<file path="src/rtl/sprite_pixel_reader.sv">
// Sprite pixel reader: maps the scan position into sprite ROM coordinates,
// registers the returned palette index and gates it with the hit/blink/hidden
// visibility state. Fixed two-cycle latency from DrawX/DrawY to pix_*.
module sprite_pixel_reader #(
   parameter int unsigned SIZE         = 24,
   parameter int unsigned TRANSPARENT  = 0,
   parameter int unsigned BLINK_FRAMES = 60,
   parameter int unsigned BLINK_PERIOD = 8
) (
   input  logic       Clk,
   input  logic       Reset_n,
   input  logic [9:0] DrawX,
   input  logic [9:0] DrawY,
   input  logic       draw_en,
   input  logic [9:0] PosX,
   input  logic [9:0] PosY,
   input  logic       frame_start,
   input  logic       hit,
   input  logic       respawn,
   output logic [5:0] DX,
   output logic [5:0] DY,
   input  logic [7:0] rom_data,
   output logic [7:0] pix_index,
   output logic       pix_opaque,
   output logic       blinking,
   output logic       hidden
);

   localparam int unsigned CntW = $clog2(BLINK_FRAMES + 1);
   localparam int unsigned PerW = $clog2(BLINK_PERIOD + 1);

   localparam logic [10:0]     SizeL      = 11'(SIZE);
   localparam logic [7:0]      TranspL    = 8'(TRANSPARENT);
   localparam logic [CntW-1:0] LastFrame  = CntW'(BLINK_FRAMES - 1);
   localparam logic [PerW-1:0] LastPeriod = PerW'(BLINK_PERIOD - 1);

   typedef enum logic [1:0] {StVisible, StBlink, StHidden} state_e;

   state_e          state_q;
   logic [CntW-1:0] frame_cnt_q;
   logic [PerW-1:0] period_cnt_q;
   logic            phase_q;      // 1 = sprite shown during BLINK

   logic [10:0] rel_x;
   logic [10:0] rel_y;
   logic        in_x;
   logic        in_y;
   logic        in_box;
   logic        show;
   logic        in_box_d;
   logic        show_d;

   // Two's-complement offsets; bit 10 set means the scan is left of/above the sprite.
   assign rel_x = {1'b0, DrawX} - {1'b0, PosX};
   assign rel_y = {1'b0, DrawY} - {1'b0, PosY};
   assign in_x  = !rel_x[10] && (rel_x < SizeL);
   assign in_y  = !rel_y[10] && (rel_y < SizeL);
   assign in_box = draw_en && in_x && in_y;

   // Current visibility, sampled into the pipeline at stage 1.
   assign show = (state_q == StVisible) || ((state_q == StBlink) && phase_q);

   assign blinking = (state_q == StBlink);
   assign hidden   = (state_q == StHidden);

   // Stage 1: ROM address generation plus in-box/visibility side-band.
   always_ff @(posedge Clk or negedge Reset_n) begin
      if (!Reset_n) begin
         DX       <= '0;
         DY       <= '0;
         in_box_d <= 1'b0;
         show_d   <= 1'b0;
      end else begin
         DX       <= in_box ? rel_x[5:0] : '0;
         DY       <= in_box ? rel_y[5:0] : '0;
         in_box_d <= in_box;
         show_d   <= show;
      end
   end

   // Stage 2: register the ROM palette index and the ownership flag.
   always_ff @(posedge Clk or negedge Reset_n) begin
      if (!Reset_n) begin
         pix_index  <= '0;
         pix_opaque <= 1'b0;
      end else begin
         pix_index  <= in_box_d ? rom_data : '0;
         pix_opaque <= in_box_d && show_d && (rom_data != TranspL);
      end
   end

   // Hit/blink/hidden FSM, counted in frames; respawn has priority over hit.
   always_ff @(posedge Clk or negedge Reset_n) begin
      if (!Reset_n) begin
         state_q      <= StVisible;
         frame_cnt_q  <= '0;
         period_cnt_q <= '0;
         phase_q      <= 1'b1;
      end else begin
         case (state_q)
            StVisible: begin
               if (hit && !respawn) begin
                  state_q      <= StBlink;
                  frame_cnt_q  <= '0;
                  period_cnt_q <= '0;
                  phase_q      <= 1'b0;
               end
            end
            StBlink: begin
               if (respawn) begin
                  state_q      <= StVisible;
                  frame_cnt_q  <= '0;
                  period_cnt_q <= '0;
                  phase_q      <= 1'b1;
               end else if (frame_start) begin
                  frame_cnt_q <= frame_cnt_q + CntW'(1);
                  if (period_cnt_q == LastPeriod) begin
                     period_cnt_q <= '0;
                     phase_q      <= ~phase_q;
                  end else begin
                     period_cnt_q <= period_cnt_q + PerW'(1);
                  end
                  if (frame_cnt_q == LastFrame) begin
                     state_q <= StHidden;
                  end
               end
            end
            StHidden: begin
               if (respawn) begin
                  state_q      <= StVisible;
                  frame_cnt_q  <= '0;
                  period_cnt_q <= '0;
                  phase_q      <= 1'b1;
               end
            end
            default: begin
               state_q <= StVisible;
            end
         endcase
      end
   end

endmodule

</file>
<file path="config.mk">
export PLATFORM = sky130hd
export DESIGN_NAME = sprite_pixel_reader
export DESIGN_NICKNAME = d
export VERILOG_FILES = /design/src/rtl/sprite_pixel_reader.sv
export SDC_FILE = /design/constraint.sdc
export NUM_CORES = 1
export LEC_CHECK = 0
export CAP_MARGIN = 10
export CORE_ASPECT_RATIO = 0.5
export CORE_MARGIN = 5
export CORE_UTILIZATION = 40
export CTS_CLUSTER_SIZE = 14
export DETAILED_ROUTE_END_ITERATION = 6
export PLACE_DENSITY = 0.8
export SYNTH_ARGS = -nofsm -noshare
export SYNTH_HDL_FRONTEND = slang
export SYNTH_SLANG_ARGS = --single-unit
</file>
<file path="constraint.sdc">
create_clock -name Clk -period 1.8 [get_ports Clk]
set_input_delay 0.18 -clock Clk [delete_from_list [all_inputs] [get_ports Clk]]
set_output_delay 0.18 -clock Clk [all_outputs]
set_load 0.01 [all_outputs]
</file>
==> results of run 1 <==
[stage by stage]
| stage | setup TNS (ns) | total power [mW] |
|---|---|---|
| global placement | -12.89 | 2.00 |
| finish | -5.49 | 3.00 |
| detailed placement | -13.91 | 2.05 |
| CTS | -5.51 | 2.94 |
| floorplan | -5.45 | 1.52 |
| global route | -6.55 | 3.19 |
[layout make-up]
class	count	share of cell area
clock buffers	5	0.0292
clock inverters	2	0.00292
inverters	36	0.0351
multi-input cells	198	0.411
flip-flops and latches	36	0.211
well taps	88	0.0257
repair buffers	137	0.285
[cells in the mapped netlist, drive strengths merged (3+ instances only)]
master   n  share of area
a21oi   16          0.034
inv     36          0.054
nor4     4          0.010
nor2b    4          0.010
nor2    27          0.047
or2      3         0.0075
o21a     4          0.012
o21ai   16          0.032
a211oi   4          0.014
nand2   11          0.017
dfrtp   35           0.35
mux2     3          0.014
and2     8          0.020
nor3b    4          0.017
ha      26           0.13
nor3     3         0.0080
and3     6          0.015
xor2     5          0.018
xnor2    7          0.025
nand3    7          0.014
a21o     8          0.025
[worst max-delay path by stage]
| stage | startpoint | to | cells after the start |
|---|---|---|---|
| floorplan | DrawX[0] | DY[4]$_DFF_PN0_ | 12 |
| finish | DrawY[0] | in_box_d$_DFF_PN0_ | 14 |
| global placement | DrawY[0] | DY[4]$_DFF_PN0_ | 13 |
| CTS | DrawY[0] | DY[4]$_DFF_PN0_ | 13 |
| detailed placement | DrawY[0] | DY[4]$_DFF_PN0_ | 13 |
| global route | DrawY[0] | in_box_d$_DFF_PN0_ | 14 |
[layout by cell type, fill, tap and decap left out, drive strengths merged, types with 8 or more instances in the layout]
cell           count
clkdlybuf4s50     48
o21ai             16
a21o               8
nand2             11
buf               66
dlymetal6s2s       8
and2               8
a21oi             16
inv               36
ha                26
dlygate4sd2       11
dfrtp             35
nor2              27
[power by group through the flow]
| stage | logic [mW] | clock network [mW] | registers, mW |
|---|---|---|---|
| floorplan | 0.570 | 0 | 0.947 |
| global placement | 1.05 | 0 | 0.952 |
| detailed placement | 1.09 | 0 | 0.959 |
| CTS | 1.18 | 0.817 | 0.945 |
| global route | 1.37 | 0.864 | 0.955 |
| finish | 1.25 | 0.805 | 0.947 |
[timing repair]
action | in CTS | in global routing
pin swaps | 35 | 19
resized for setup | 84 | 31
buffers inserted | 6 | 3
endpoints found under the setup margin | 12 | 18
cloned | 0 | 0
[flip-flops by register name, summed over array words and instances, names as in the netlist]
signal and flops:
state_q 2, pix_index 8, phase_q 1, frame_cnt_q 6, DY 6, pix_opaque 1
DX 6, in_box_d 1, period_cnt_q 4, show_d 1
[routing by layer]
layer / wire (microns) / global-route usage / vias to the layer above
met5: 0 / 0 / -
met3: 230 / 0.0274 / 24
met4: 281 / 0.0894 / 0
li1: - / - / 1226
met2: 3670 / 0.329 / 75
met1: 2820 / 0.194 / 1153
[cell families (layout without fill, tap and decap cells)]
kind of cell	count (synthesis)	after routing
muxes	3	3
adders and majority gates	28	28
other	1	2
AOI/OAI and AO/OA	68	68
DFF	36	36
and+or+nand+nor	85	85
buffers and inverters	38	180
xor gates and xnor gates	12	12
[worst max-delay path: cells and delay by family]
kind | cells | cell delay, ns
compound gates | 4 | 0.68
fa+ha+maj | 2 | 0.37
buf+inv | 6 | 0.50
simple gates | 2 | 0.88
==> metrics.txt, run 1 <==
Main synth FF type dfrtp_1; Worst-Margin Slew around 0.8 ns; Tot GR Track Use 0.175; main combinational cell family by area after synthesis simple AND/OR/NAND/NOR gates; synthesized area 2500 sq um; Pint between 2 and 2.5 mW; final core utilization 0.707; Fill cells about 460; drt initial violations 95; startpoint types input port; Post-synth EDFFs 0; CTS tree built; vias in the first global route between 2000 and 3000; clock sinks 36; pre-CTS setup slack -1.34 ns; remaining global-route overflow 0; final slew viol count 0; largest net degree at the start of global routing 37; part of the power in registers 0.316; final wirelength ~7000 microns; via count between 2000 and 2500; worst skew pair latency about 0.27 ns; Compound-Gate Fraction of Synth Area 0.186; gpl congestion approximately 0.87; Largest stage delay, worst path between 0.6 and 0.7 ns; DP Wirelength roughly 5100 microns; final worst slack -0.605 ns; Synth Instances 271; global-route wire length before repair 11400 microns; Die X between 100 and 150 microns; worst rel slew slack 0.479; routed len/inst approximately 14 microns; Leak Pwr 2.01 nW; hold_buf cts 0; Hold Crit Class in -> async; Post-synth ARST share 1.00; length of the first detailed-routing pass in iterations 4; Max Cap Viol 0; initial antenna violation count 0; CTS max path bufs 2; R2R cell count 9; failing checks negative hold slack, negative setup slack; Simple-Gate Fraction of Synth Area 0.189; kind of critical path in -> reg; reg-to-reg setup timing slack ~0.08 ns; H-tree depth 2; switching power slightly above 0.9 mW; # rows 20; clock tree root buffer cell clkbuf_16; register area share after synthesis 0.361; Worst Setup End Kind flop; I/O Pins just under 80; final period utilization 1.34; # DRC 0; Crit Path Max Fanout 8; Multi-input gate area 1760 sq um; proportion of synthesized area in mux cells 0.0135; worst r2r src state_q[0]$_DFFE_PN0P_; number of antenna-violating nets in the routed design 0; Initial Util 0.412; Worst EP required about 2 ns; final count of hold timing violations 31; Cell Chain, Critical Path buf_8 -> inv_12 -> ha_4 -> inv_4 -> fa_2 -> a211oi_4 -> buf_4 -> nor3b_4 -> o21bai_1 -> a211oi_1 -> a311o_1 -> or4_4 -> buf_6 -> inv_2; Crit-path slowest cell or4_4; Tmin final 2.41 ns; Seq cells post-synth 36; sequential cell area approximately 900 sq um; clock share of power 0.269; R2R Path End state_q[0]$_DFFE_PN0P_; CP arrival 2.62 ns; DIE AREA 8020 sq um; Layout area overhead 71.4%; fraction of power spent switching nets 0.310; nets 496; combinational cell fraction of total power 0.416; Vias/cell between 4 and 5; Layout Cell Area excl Fill 4280 sq um; share of cells above drive strength 1 0.362; Die Y around 66 microns; worst clock skew 0.00314 ns; Reg clk slew, reported paths 0.05 ns; Area after DPL between 3000 and 4000 sq um; PwrDens around 700 nW/um^2; # diodes 0; core area between 6000 and 7000 sq um; Distinct cells, synth 56; Synth Area per Inst between 9 and 10 sq um; hold slack -0.0141 ns; Synth Area in XOR/XNOR 0.0421; number of CTS-inserted buffers 5; final setup vio count 11; FMAX slightly above 400 MHz; final std cells w/o fill 502; Peak VDD IR 0.502 mV; PortBufs 76; Ys Warns 0; Synth Area in Adders 0.146; total placed cells including tap cells between 400 and 500; RSZ-0062 raised after global routing yes; status finished with violations
(Power assumes the default switching activity.)
==> run 2, diff against run 1 <==
Settings changed: CTS_CLUSTER_SIZE 14 to 28.
==> results of run 2 <==
The final DEF is identical to that of run 1; final timing and power are the same.
==> patch, RTL diff (flow settings as in run 1) <==
Register the input `PosX` before use. The logic sees it one clock later. The other inputs are not delayed to match.
--- a/src/rtl/sprite_pixel_reader.sv
+++ b/src/rtl/sprite_pixel_reader.sv
@@ -36,6 +36,12 @@
 
    typedef enum logic [1:0] {StVisible, StBlink, StHidden} state_e;
 
+   logic [9:0] PosX_q;
+
+   always_ff @(posedge Clk) begin
+      PosX_q <= PosX;
+   end
+
    state_e          state_q;
    logic [CntW-1:0] frame_cnt_q;
    logic [PerW-1:0] period_cnt_q;
@@ -51,7 +57,7 @@
    logic        show_d;
 
    // Two's-complement offsets; bit 10 set means the scan is left of/above the sprite.
-   assign rel_x = {1'b0, DrawX} - {1'b0, PosX};
+   assign rel_x = {1'b0, DrawX} - {1'b0, PosX_q};
    assign rel_y = {1'b0, DrawY} - {1'b0, PosY};
    assign in_x  = !rel_x[10] && (rel_x < SizeL);
    assign in_y  = !rel_y[10] && (rel_y < SizeL);
Function: changed (a bounded check fails within 4 cycles, from zero or initial values and one cycle with Reset_n low).
==> patch against run 1 <==
- the run ends with negative setup slack left
- sequential cell count grew 10
- area after synthesis grew 8.2%
- worst setup slack lost 0.18 ns
- fmax shrank 7.1%
- power grew 11%
- largest cell class unchanged
- critical path type is now register to register
- final area grew 2.1%
- wire length shrank 0.68%
- highest routed layer unchanged
- critical endpoint is now DX[4]
- global-route usage shrank 1.4 points
==> patch: results (changes against run 1) <==
<table>
<tr><th>Metric</th><th>Value</th></tr>
<tr><th colspan="2">Synth</th></tr>
<tr><td>Sequential area share after synthesis</td><td>40.8% (+4.7 points)</td></tr>
<tr><td>Largest cells by area after synthesis</td><td>sky130_fd_sc_hd__dfrtp_1 32%, sky130_fd_sc_hd__ha_1 12%, sky130_fd_sc_hd__dfxtp_1 7.4%</td></tr>
<tr><td>Most used standard cells in the synthesized netlist</td><td>35 x sky130_fd_sc_hd__dfrtp_1, 29 x sky130_fd_sc_hd__inv_1, 26 x sky130_fd_sc_hd__ha_1</td></tr>
<tr><td>Share of synthesized flip-flops with an asynchronous set or reset</td><td>78.3% (-22 points)</td></tr>
<tr><th colspan="2">Power and ir drop</th></tr>
<tr><td>Static leakage power</td><td>2.05 nW (+2.0%)</td></tr>
<tr><td>Share of total power consumed by net switching</td><td>30.9% (-0.048 points)</td></tr>
<tr><td>Peak VDD IR</td><td>0.000419 V (-17%)</td></tr>
<tr><th colspan="2">Timing</th></tr>
<tr><td>Final setup viols</td><td>11 (unchanged)</td></tr>
<tr><td>Worst setup margin</td><td>-0.789 ns (-0.184 ns)</td></tr>
<tr><td>Worst setup skew after layout</td><td>0.00829 ns (+0.00516 ns)</td></tr>
<tr><th colspan="2">Critical path</th></tr>
<tr><td>Worst-case reg-to-reg path depth</td><td>11 (+2)</td></tr>
<tr><td>Worst setup path startpoint</td><td>PosX_q[0]</td></tr>
<tr><td>Terminus of the critical flop-to-flop path</td><td>DX[4]</td></tr>
<tr><td>Biggest cell delay along the critical path</td><td>0.53 ns (-0.08 ns)</td></tr>
<tr><th colspan="2">Global routing</th></tr>
<tr><td>Overall routing resource usage</td><td>16.2% (-1.4 points)</td></tr>
<tr><td>Met2 demand-to-capacity share in global routing</td><td>30.4% (-2.6 points)</td></tr>
<tr><td>Vias in the first global route</td><td>2506 (-3.5%)</td></tr>
<tr><th colspan="2">Status</th></tr>
<tr><td>Result of the run</td><td>complete, but fails checks</td></tr>
<tr><td>Violated checks</td><td>negative setup slack</td></tr>
<tr><th colspan="2">CTS</th></tr>
<tr><td>Clock insertion delay at the later pin of the skew report</td><td>0.29 ns (+0.02 ns)</td></tr>
<tr><td>Clock-pin slew reported for the worst setup and hold paths after clock tree synthesis</td><td>0.07 ns (+0.02 ns)</td></tr>
<tr><th colspan="2">Route</th></tr>
<tr><td>Via-per-instance ratio</td><td>4.89 (-0.89%)</td></tr>
<tr><th colspan="2">Layout</th></tr>
<tr><td>Share of post-route cells with drive strength above 1</td><td>28.3% (-7.9 points)</td></tr>
<tr><th colspan="2">Placed design</th></tr>
<tr><td>Post-detail-place hpwl</td><td>5280 um (+2.9%)</td></tr>
<tr><td>Worst-case setup slack after placement</td><td>-1.34 ns (+0.00204 ns)</td></tr>
</table>
## patch: cell count changes after synthesis, sizes merged, moves of 2 or more
cell	change
nor3	+2
nand3	-2
inv	-6
a21o	+2
nand2	+6
a21oi	+2
dfxtp	+10
## patch: worst min path at each step
stage,slack (ns),end,cells after the start,startpoint
2_1_floorplan,-0.12,DX[0],0,Reset_n
3_3_place_gp,0.47,phase_q,2,phase_q
3_5_place_dp,0.49,period_cnt_q[1],2,period_cnt_q[1]
4_1_cts,0.27,DY[0],4,DrawY[0]
5_1_grt,0.28,DY[0],4,DrawY[0]
6_report,0.28,DY[0],4,DrawY[0]
## patch: through the flow
stage / instance area [um^2] / util (%) / TNS (ns)
2_1_floorplan: 2750 / - / -5.45
3_3_place_gp: 3990 / 60.2 / -12.80
3_5_place_dp: 3990 / 60.2 / -13.79
4_1_cts: 4250 / 64.1 / -7.61
5_1_grt: 4370 / 66.0 / -9.01
6_report: 4370 / 66.0 / -7.50
## patch: area by class of cell
type	count	area, um^2
Inverter	30	130
Clock inverter	3	21.3
Tap cell	92	115
Sequential cell	46	1110
Fill cell	492	2250
Timing Repair Buffer	138	1220
Clock buffer	5	125
Multi-Input combinational cell	205	1650
## patch: cell families after synthesis
kind of cell / after synthesis / synth area share [%]
compound gates: 69 / 17.3
flops: 46 / 40.8
other cells: 1 / 0.139
mux: 2 / 0.834
xor+xnor: 12 / 3.89
buf+inv: 33 / 4.86
fa+ha+maj: 28 / 13.5
simple gates: 92 / 18.6
## patch: power by group through the flow
stage | combinational [mW] | clock, mW | sequential (mW)
after global routing | 1.36 | 0.972 | 1.21
final | 1.22 | 0.913 | 1.20
after floorplan | 0.584 | 0 | 1.19
after detailed placement | 1.06 | 0 | 1.20
after CTS | 1.10 | 0.925 | 1.19
after global placement | 1.03 | 0 | 1.20
## patch: repair_timing
action / in CTS / in global routing
setup buffers: 6 / 6
hold buffers: 0 / 0
endpoints found under the setup margin: 12 / 20
hold endpoints to repair: 0 / 0
resized for setup: 27 / 20
gates cloned: 0 / 0
pin swaps: 15 / 6
## patch: routing by layer
metal / up-vias / share of wire (%) / routed length [um]
li1: 1268 / - / -
met4: 0 / 1.5 / 105
met5: - / 0 / 0
met2: 48 / 52 / 3620
met1: 1212 / 43 / 3010
met3: 11 / 3.3 / 228
